==> src/rtl/cache_pkg.sv <==
// Shared cache-subsystem types: refill FSM states, default line layout and memory-op encodings.
// Optional feature macro used by the refill engine: CRITICAL_WORD_FIRST_EN.
package cache_pkg;

    localparam int unsigned CACHE_WORD_W     = 32;
    localparam int unsigned CACHE_LINE_WORDS = 4;

    localparam logic MEM_OP_READ  = 1'b0;
    localparam logic MEM_OP_WRITE = 1'b1;

    typedef enum logic [1:0] {
        IDLE,
        WRBACK,
        READ,
        COMMIT
    } refill_state_e;

    typedef logic [CACHE_LINE_WORDS-1:0][CACHE_WORD_W-1:0] line_t;

endpackage

==> src/rtl/cache_refill_if.sv <==
// Controller/memory-side bundle of the refill engine; slave = engine, master = controller + memory.
// With CRITICAL_WORD_FIRST_EN defined the crit_valid/crit_word signals are added.
interface cache_refill_if #(
    parameter int unsigned ADDR_W     = 32,
    parameter int unsigned WORD_W     = 32,
    parameter int unsigned LINE_WORDS = 4
);
    logic                         miss_req;
    logic                         miss_dirty;
    logic [ADDR_W-1:0]            miss_addr;
    logic [ADDR_W-1:0]            victim_addr;
    logic [LINE_WORDS*WORD_W-1:0] victim_line;
    logic                         busy;
    logic                         done;
    logic                         fill_we;
    logic [LINE_WORDS*WORD_W-1:0] fill_line;
    logic [ADDR_W-1:0]            mem_addr;
    logic [WORD_W-1:0]            mem_wdata;
    logic                         mem_we;
    logic [WORD_W-1:0]            mem_rdata;
`ifdef CRITICAL_WORD_FIRST_EN
    logic                         crit_valid;
    logic [WORD_W-1:0]            crit_word;

    modport slave (
        input  miss_req, miss_dirty, miss_addr, victim_addr, victim_line, mem_rdata,
        output busy, done, fill_we, fill_line, mem_addr, mem_wdata, mem_we, crit_valid, crit_word
    );
    modport master (
        output miss_req, miss_dirty, miss_addr, victim_addr, victim_line, mem_rdata,
        input  busy, done, fill_we, fill_line, mem_addr, mem_wdata, mem_we, crit_valid, crit_word
    );
`else
    modport slave (
        input  miss_req, miss_dirty, miss_addr, victim_addr, victim_line, mem_rdata,
        output busy, done, fill_we, fill_line, mem_addr, mem_wdata, mem_we
    );
    modport master (
        output miss_req, miss_dirty, miss_addr, victim_addr, victim_line, mem_rdata,
        input  busy, done, fill_we, fill_line, mem_addr, mem_wdata, mem_we
    );
`endif
endinterface

==> src/rtl/cache_refill_engine_mem_hold_timer.sv <==
// Per-word memory hold timer: counts MEM_LAT cycles down to zero, flags the last one,
// and reloads itself so consecutive words are timed without a gap.
module mem_hold_timer #(
    parameter int unsigned MEM_LAT = 4
) (
    input  logic clk,
    input  logic rst_b,
    input  logic load_i,
    input  logic run_i,
    output logic last_cycle_o
);
    localparam int unsigned CNT_W = $clog2(MEM_LAT + 1);
    localparam logic [CNT_W-1:0] RELOAD = CNT_W'(MEM_LAT - 1);

    logic [CNT_W-1:0] cnt_q;
    logic [CNT_W-1:0] cnt_d;

    assign last_cycle_o = (cnt_q == '0);

    always_comb begin
        cnt_d = cnt_q;
        if (load_i || (run_i && last_cycle_o)) begin
            cnt_d = RELOAD;
        end else if (run_i) begin
            cnt_d = cnt_q - 1'b1;
        end
    end

    always_ff @(posedge clk or negedge rst_b) begin
        if (!rst_b) begin
            cnt_q <= RELOAD;
        end else begin
            cnt_q <= cnt_d;
        end
    end
endmodule

==> src/rtl/cache_refill_engine.sv <==
// Cache refill engine: optional dirty-victim write-back, word-by-word line refill, one-cycle commit.
// CRITICAL_WORD_FIRST_EN starts the refill at the missed word and adds crit_valid/crit_word.
module cache_refill_engine
    import cache_pkg::*;
#(
    parameter int unsigned ADDR_W     = 32,
    parameter int unsigned WORD_W     = 32,
    parameter int unsigned LINE_WORDS = 4,
    parameter int unsigned MEM_LAT    = 4
) (
    input  logic           clk,
    input  logic           rst_b,
    cache_refill_if.slave  bus
);
    localparam int unsigned IDX_W  = $clog2(LINE_WORDS);
    localparam int unsigned BOFF_W = $clog2(WORD_W / 8);
    localparam int unsigned LOFF_W = IDX_W + BOFF_W;

    typedef logic [LINE_WORDS-1:0][WORD_W-1:0] buf_t;

    refill_state_e     state_q;
    logic              busy_q;
    logic              done_q;
    logic              mem_we_q;
    logic [ADDR_W-1:0] mem_addr_q;
    logic [WORD_W-1:0] mem_wdata_q;
    logic [ADDR_W-1:0] vbase_q;
    logic [ADDR_W-1:0] rbase_q;
    buf_t              vline_q;
    buf_t              rbuf_q;
    buf_t              rbuf_d;
    buf_t              fill_q;
    logic [IDX_W-1:0]  widx_q;
    logic [IDX_W-1:0]  idx_next;
    logic [IDX_W-1:0]  start_d;
    logic [IDX_W-1:0]  rd_start;
    logic              accept;
    logic              timer_last;

    function automatic logic [ADDR_W-1:0] line_base(input logic [ADDR_W-1:0] a);
        line_base = a & ~ADDR_W'((LINE_WORDS * WORD_W / 8) - 1);
    endfunction

    function automatic logic [ADDR_W-1:0] word_addr(input logic [ADDR_W-1:0] base,
                                                   input logic [IDX_W-1:0]  idx);
        word_addr = base | (ADDR_W'(idx) << BOFF_W);
    endfunction

    assign accept   = (state_q == IDLE) && bus.miss_req;
    assign idx_next = widx_q + 1'b1;

    always_comb begin
        rbuf_d         = rbuf_q;
        rbuf_d[widx_q] = bus.mem_rdata;
    end

    mem_hold_timer #(.MEM_LAT(MEM_LAT)) u_timer (
        .clk          (clk),
        .rst_b        (rst_b),
        .load_i       (accept),
        .run_i        ((state_q == WRBACK) || (state_q == READ)),
        .last_cycle_o (timer_last)
    );

`ifdef CRITICAL_WORD_FIRST_EN
    logic [IDX_W-1:0]  start_q;
    logic              crit_valid_q;
    logic [WORD_W-1:0] crit_word_q;

    assign start_d  = bus.miss_addr[LOFF_W-1:BOFF_W];
    assign rd_start = start_q;

    always_ff @(posedge clk or negedge rst_b) begin
        if (!rst_b) begin
            start_q      <= '0;
            crit_valid_q <= 1'b0;
            crit_word_q  <= '0;
        end else begin
            crit_valid_q <= 1'b0;
            if (accept) begin
                start_q <= start_d;
            end
            if ((state_q == READ) && timer_last && (widx_q == start_q)) begin
                crit_valid_q <= 1'b1;
                crit_word_q  <= bus.mem_rdata;
            end
        end
    end

    assign bus.crit_valid = crit_valid_q;
    assign bus.crit_word  = crit_word_q;
`else
    assign start_d  = '0;
    assign rd_start = '0;
`endif

    // Read wrap ends on the word just before the start offset, so both builds read LINE_WORDS words.
    always_ff @(posedge clk or negedge rst_b) begin
        if (!rst_b) begin
            state_q     <= IDLE;
            busy_q      <= 1'b0;
            done_q      <= 1'b0;
            mem_we_q    <= MEM_OP_READ;
            mem_addr_q  <= '0;
            mem_wdata_q <= '0;
            vbase_q     <= '0;
            rbase_q     <= '0;
            vline_q     <= '0;
            rbuf_q      <= '0;
            fill_q      <= '0;
            widx_q      <= '0;
        end else begin
            done_q <= 1'b0;
            unique case (state_q)
                IDLE: begin
                    if (bus.miss_req) begin
                        busy_q  <= 1'b1;
                        vbase_q <= line_base(bus.victim_addr);
                        rbase_q <= line_base(bus.miss_addr);
                        vline_q <= bus.victim_line;
                        if (bus.miss_dirty) begin
                            state_q     <= WRBACK;
                            widx_q      <= '0;
                            mem_addr_q  <= line_base(bus.victim_addr);
                            mem_wdata_q <= bus.victim_line[WORD_W-1:0];
                            mem_we_q    <= MEM_OP_WRITE;
                        end else begin
                            state_q    <= READ;
                            widx_q     <= start_d;
                            mem_addr_q <= word_addr(line_base(bus.miss_addr), start_d);
                        end
                    end
                end
                WRBACK: begin
                    if (timer_last) begin
                        if (&widx_q) begin
                            state_q     <= READ;
                            widx_q      <= rd_start;
                            mem_addr_q  <= word_addr(rbase_q, rd_start);
                            mem_wdata_q <= '0;
                            mem_we_q    <= MEM_OP_READ;
                        end else begin
                            widx_q      <= idx_next;
                            mem_addr_q  <= word_addr(vbase_q, idx_next);
                            mem_wdata_q <= vline_q[idx_next];
                        end
                    end
                end
                READ: begin
                    if (timer_last) begin
                        rbuf_q <= rbuf_d;
                        if (idx_next == rd_start) begin
                            state_q    <= COMMIT;
                            done_q     <= 1'b1;
                            fill_q     <= rbuf_d;
                            mem_addr_q <= '0;
                        end else begin
                            widx_q     <= idx_next;
                            mem_addr_q <= word_addr(rbase_q, idx_next);
                        end
                    end
                end
                COMMIT: begin
                    state_q <= IDLE;
                    busy_q  <= 1'b0;
                end
                default: state_q <= IDLE;
            endcase
        end
    end

    assign bus.busy      = busy_q;
    assign bus.done      = done_q;
    assign bus.fill_we   = done_q;
    assign bus.fill_line = fill_q;
    assign bus.mem_addr  = mem_addr_q;
    assign bus.mem_wdata = mem_wdata_q;
    assign bus.mem_we    = mem_we_q;
endmodule

==> src/flat_wrapper.sv <==
// flat-port wrapper written by rule: the top's interface ports become plain ports
module cache_refill_engine_flat import cache_pkg::*;
#(
    parameter int unsigned ADDR_W     = 32,
    parameter int unsigned WORD_W     = 32,
    parameter int unsigned LINE_WORDS = 4,
    parameter int unsigned MEM_LAT    = 4
)
  (clk, rst_b, bus_miss_req, bus_miss_dirty, bus_miss_addr, bus_victim_addr, bus_victim_line, bus_mem_rdata, bus_busy, bus_done, bus_fill_we, bus_fill_line, bus_mem_addr, bus_mem_wdata, bus_mem_we);
  cache_refill_if #(.ADDR_W(ADDR_W), .WORD_W(WORD_W), .LINE_WORDS(LINE_WORDS)) bus_i ();
  input  logic clk;
  input  logic rst_b;
  input wire logic [$bits(bus_i.miss_req)-1:0] bus_miss_req;
  input wire logic [$bits(bus_i.miss_dirty)-1:0] bus_miss_dirty;
  input wire logic [$bits(bus_i.miss_addr)-1:0] bus_miss_addr;
  input wire logic [$bits(bus_i.victim_addr)-1:0] bus_victim_addr;
  input wire logic [$bits(bus_i.victim_line)-1:0] bus_victim_line;
  input wire logic [$bits(bus_i.mem_rdata)-1:0] bus_mem_rdata;
  output wire logic [$bits(bus_i.busy)-1:0] bus_busy;
  output wire logic [$bits(bus_i.done)-1:0] bus_done;
  output wire logic [$bits(bus_i.fill_we)-1:0] bus_fill_we;
  output wire logic [$bits(bus_i.fill_line)-1:0] bus_fill_line;
  output wire logic [$bits(bus_i.mem_addr)-1:0] bus_mem_addr;
  output wire logic [$bits(bus_i.mem_wdata)-1:0] bus_mem_wdata;
  output wire logic [$bits(bus_i.mem_we)-1:0] bus_mem_we;
  assign bus_i.miss_req = bus_miss_req;
  assign bus_i.miss_dirty = bus_miss_dirty;
  assign bus_i.miss_addr = bus_miss_addr;
  assign bus_i.victim_addr = bus_victim_addr;
  assign bus_i.victim_line = bus_victim_line;
  assign bus_i.mem_rdata = bus_mem_rdata;
  assign bus_busy = bus_i.busy;
  assign bus_done = bus_i.done;
  assign bus_fill_we = bus_i.fill_we;
  assign bus_fill_line = bus_i.fill_line;
  assign bus_mem_addr = bus_i.mem_addr;
  assign bus_mem_wdata = bus_i.mem_wdata;
  assign bus_mem_we = bus_i.mem_we;
  cache_refill_engine #(.ADDR_W(ADDR_W), .WORD_W(WORD_W), .LINE_WORDS(LINE_WORDS), .MEM_LAT(MEM_LAT)) u_core (.clk(clk), .rst_b(rst_b), .bus(bus_i));
endmodule
==> config.mk <==
export PLATFORM = sky130hd
export DESIGN_NAME = cache_refill_engine_flat
export DESIGN_NICKNAME = d
export VERILOG_FILES = /design/src/rtl/cache_pkg.sv /design/src/rtl/cache_refill_if.sv /design/src/rtl/cache_refill_engine_mem_hold_timer.sv /design/src/rtl/cache_refill_engine.sv /design/src/flat_wrapper.sv
export SDC_FILE = /design/constraint.sdc
export NUM_CORES = 1
export LEC_CHECK = 0
export ABC_AREA = 0
export BUFFER_PORTS_ARGS = -buffer_cell sky130_fd_sc_hd__buf_2
export CAP_MARGIN = 20
export CORE_ASPECT_RATIO = 0.5
export CORE_MARGIN = 5
export CORE_UTILIZATION = 50
export DETAILED_ROUTE_END_ITERATION = 7
export HOLD_SLACK_MARGIN = 0.02
export PLACE_DENSITY = 0.75
export SYNTH_ARGS = -nofsm -noshare
export SYNTH_HDL_FRONTEND = slang
export SYNTH_SLANG_ARGS = --single-unit
==> constraint.sdc <==
create_clock -name clk -period 2.1 [get_ports clk]
set_input_delay 0.105 -clock clk [delete_from_list [all_inputs] [get_ports clk]]
set_output_delay 0.105 -clock clk [all_outputs]
set_load 0.03 [all_outputs]
==> run summary <==
Sw Share: 36.0%
first-pass GRT wire length: 99900 um
Die H: 159 um
Final #Nets: 2620
core region area: 0.0438 mm2
P_int: 25.2 mW
total grt overflow: 0
Final Non-Filler Cells: 3011
max-cap violations: 0
Fillers: 3103
Yosys top cell by area: dfrtp_1
GR Util All Layers: 25.2%
Synth Register Bits: 512
Syn Inst Count: 1750
DRT iter0 DRCs: 1272
Max Clock Freq: 0.479 GHz
clk sink count: 512
top cells by count, synth: dfrtp_1 (510), mux2_2 (368), nand2_1 (173)
top cell type's share of synthesized area: 57.2%
via count: 16900
Clock transition at path regs: 0.07 ns
CTS root buf: clkbuf_16
CP endpoint kind: register
CP Max Fanout: 29
Placed Instances: 2696
Final Worst Setup Slack: 0.0112 ns
clk_lat worst skew: 0.57 ns
Placed Area: 0.0255 mm2
CTS Buf Count: 46
worst-path cell chain: buf_4 -> ha_1 -> or2_1 -> a211o_4 -> buf_12 -> o31ai_1
Psw: 14.2 mW
die area: 0.0492 mm2
Slew HR: 57.9%
final number of setup-violating endpoints: 0
total power: 39.4 mW
status: finished clean
PwrDens: 1350 mW/mm2
largest net degree at the start of global routing: 105
Mapped Area: 0.0223 mm2
HP Class: input port to asynchronous set/reset pin
initial antenna violation count: 10
DRT antenna net count: 0
layout cell share with drive strength beyond 1: 39.7%
Routed WL: 64100 um
Leakage: 13.3 nW
crit-path max cell delay: 0.41 ns
Max Slew Vio Count: 0
Starting Density: 50.9%
vias in the first global route: 18000
Buf/Inv on CP: 2
CTS tree: done
top post-synthesis cells by area: dfrtp_1 (57%), mux2_2 (19%), mux2i_1 (5.9%), o21ai_0 (3.6%), nand2_1 (2.9%)
Slew @ Worst Pin: 0.631 ns
CP arrival: 2.53 ns
# rows: 54
pre-CTS WS: 0.0461 ns
Die Width: 309 um
Main synth FF type: dfrtp_1
clock network power share: 21.7%
Logic pwr share: 39.5%
Worst Skew: 0.0137 ns
Vias/cell: 5.60
mean routed wirelength per cell: 21.3 um
synth warn: 0
Synth Area per Inst: 12.7 um2
post-route cell area: 0.0293 mm2
Final min period: 2.09 ns
Setup CP Type: register to register
I/O Buffers: 413
sequential power share: 38.8%
Critical Path RT: 2.54 ns
Post-DP HPWL: 39200 um
reg2reg setup slack: 0.01 ns
boundary pin count: 424
Cell variety after synth: 40
EDFF count, synth: 0
Post-route DRC: 0
part of the Yosys area used for sequential elements: 57.4%
Area Growth Syn to Fin: 31.3%
top-count cell post-synth: dfrtp_1
gp weighted congestion: 0.795
CP top delay family: compound AO/OA/AOI/OAI gates
slowest cell on the critical path: a211o_4
CTS Buffer Depth: 3
final hold vios: 0
crit start category: register
fin crit share: 99.5%
maximum VDD drop: 0.934 mV
CTS H-tree lvls: 2
Fin Setup TNS: 0 ns
Post-synth ARST share: 100%
Pre-antenna DRT Iters: 5
[flip-flops by register name (all words and copies together) (netlist names), 3 cells and up]
| signal | count |
|---|---|
| u_core.vline_q | 128 |
| u_core.rbuf_q | 128 |
| u_core.bus.mem_wdata | 32 |
| u_core.bus.fill_line | 128 |
| u_core.bus.mem_addr | 30 |
| u_core.rbase_q | 28 |
| u_core.vbase_q | 28 |
| u_core.u_timer.cnt_q | 3 |
[power groups by stage]
stage / Sequential [mW] / Combinational (mW) / Clock, mW
6_report: 15.3 / 15.6 / 8.56
5_1_grt: 15.6 / 16.6 / 9.19
4_1_cts: 15.1 / 14.9 / 8.68
3_5_place_dp: 15.3 / 14.5 / 0
3_3_place_gp: 15.1 / 14.1 / 0
2_1_floorplan: 16.3 / 8.81 / 0
[per-layer routing]
| metal | part of all wire (%) | track usage [%] | vias to the layer above |
|---|---|---|---|
| met5 | 0 | 0 | - |
| met4 | 5.0 | 12.4 | 0 |
| met3 | 4.6 | 3.92 | 226 |
| met2 | 52 | 44.1 | 606 |
| met1 | 39 | 30.5 | 8511 |
| li1 | - | - | 7528 |
[metrics by stage]
| step | util, % | hold WS, ns |
|---|---|---|
| 2_1_floorplan | - | -0.191 |
| 3_3_place_gp | 58.0 | 0.114 |
| 3_5_place_dp | 58.0 | 0.110 |
| 4_1_cts | 66.4 | 0.105 |
| 5_1_grt | 66.8 | 0.129 |
| 6_report | 66.8 | 0.0945 |
[cell usage in the layout (no fill, tap or decap), drive strengths merged, types with 28 or more instances in the layout]
| master | count |
|---|---|
| nand2 | 173 |
| a211oi | 28 |
| o21ai | 166 |
| dlygate4sd3 | 219 |
| a31oi | 32 |
| dfrtp | 510 |
| mux2 | 378 |
| a22oi | 33 |
| mux2i | 131 |
| nor2b | 31 |
| nor2 | 34 |
| a221oi | 28 |
| buf | 489 |
| clkbuf | 70 |
| o31ai | 28 |
[cell type report]
| class | instances | area (um2) | area share (%) |
|---|---|---|---|
| clock inverter | 14 | 151 | 0.517 |
| tap | 588 | 736 | 2.51 |
| clock buffer | 68 | 1340 | 4.56 |
| antenna | 11 | 27.5 | 0.0940 |
| multi-input combinational | 1099 | 8920 | 30.5 |
| sequential | 512 | 12800 | 43.8 |
| timing repair buffer | 710 | 5260 | 17.9 |
| inverter | 9 | 33.8 | 0.115 |
[cells by family after synthesis]
group	synth area share [%]
AOI/OAI and AO/OA	9.00
buffers and inverters	3.07
adders and majority gates	0.785
and+or+nand+nor	4.72
other	0.0168
muxes	25.0
DFF	57.4
[worst paths after layout]
check | endpoint | cells after the start | from
worst max-delay path | u_core.bus.mem_addr[19] | 6 | u_core.state_q[1]
worst min-delay path | u_core.bus.mem_wdata[6] | 2 | rst_b
worst max register to register | u_core.bus.mem_addr[19] | 6 | u_core.state_q[1]
worst min register to register | u_core.bus.mem_addr[29] | 2 | u_core.bus.mem_addr[29]
max in group asynchronous | u_core.rbuf_q[33] | 3 | rst_b
min in group clk | u_core.vline_q[71] | 3 | bus_victim_line[71]
[what timing repair did]
item / CTS / global route
endpoints found under the setup margin: 0 / 168
buffers inserted: 0 / 1
hold buffers: 219 / 0
gates resized for setup: 0 / 13
endpoints found under the hold margin: 824 / 0
(Power assumes the default switching activity.)
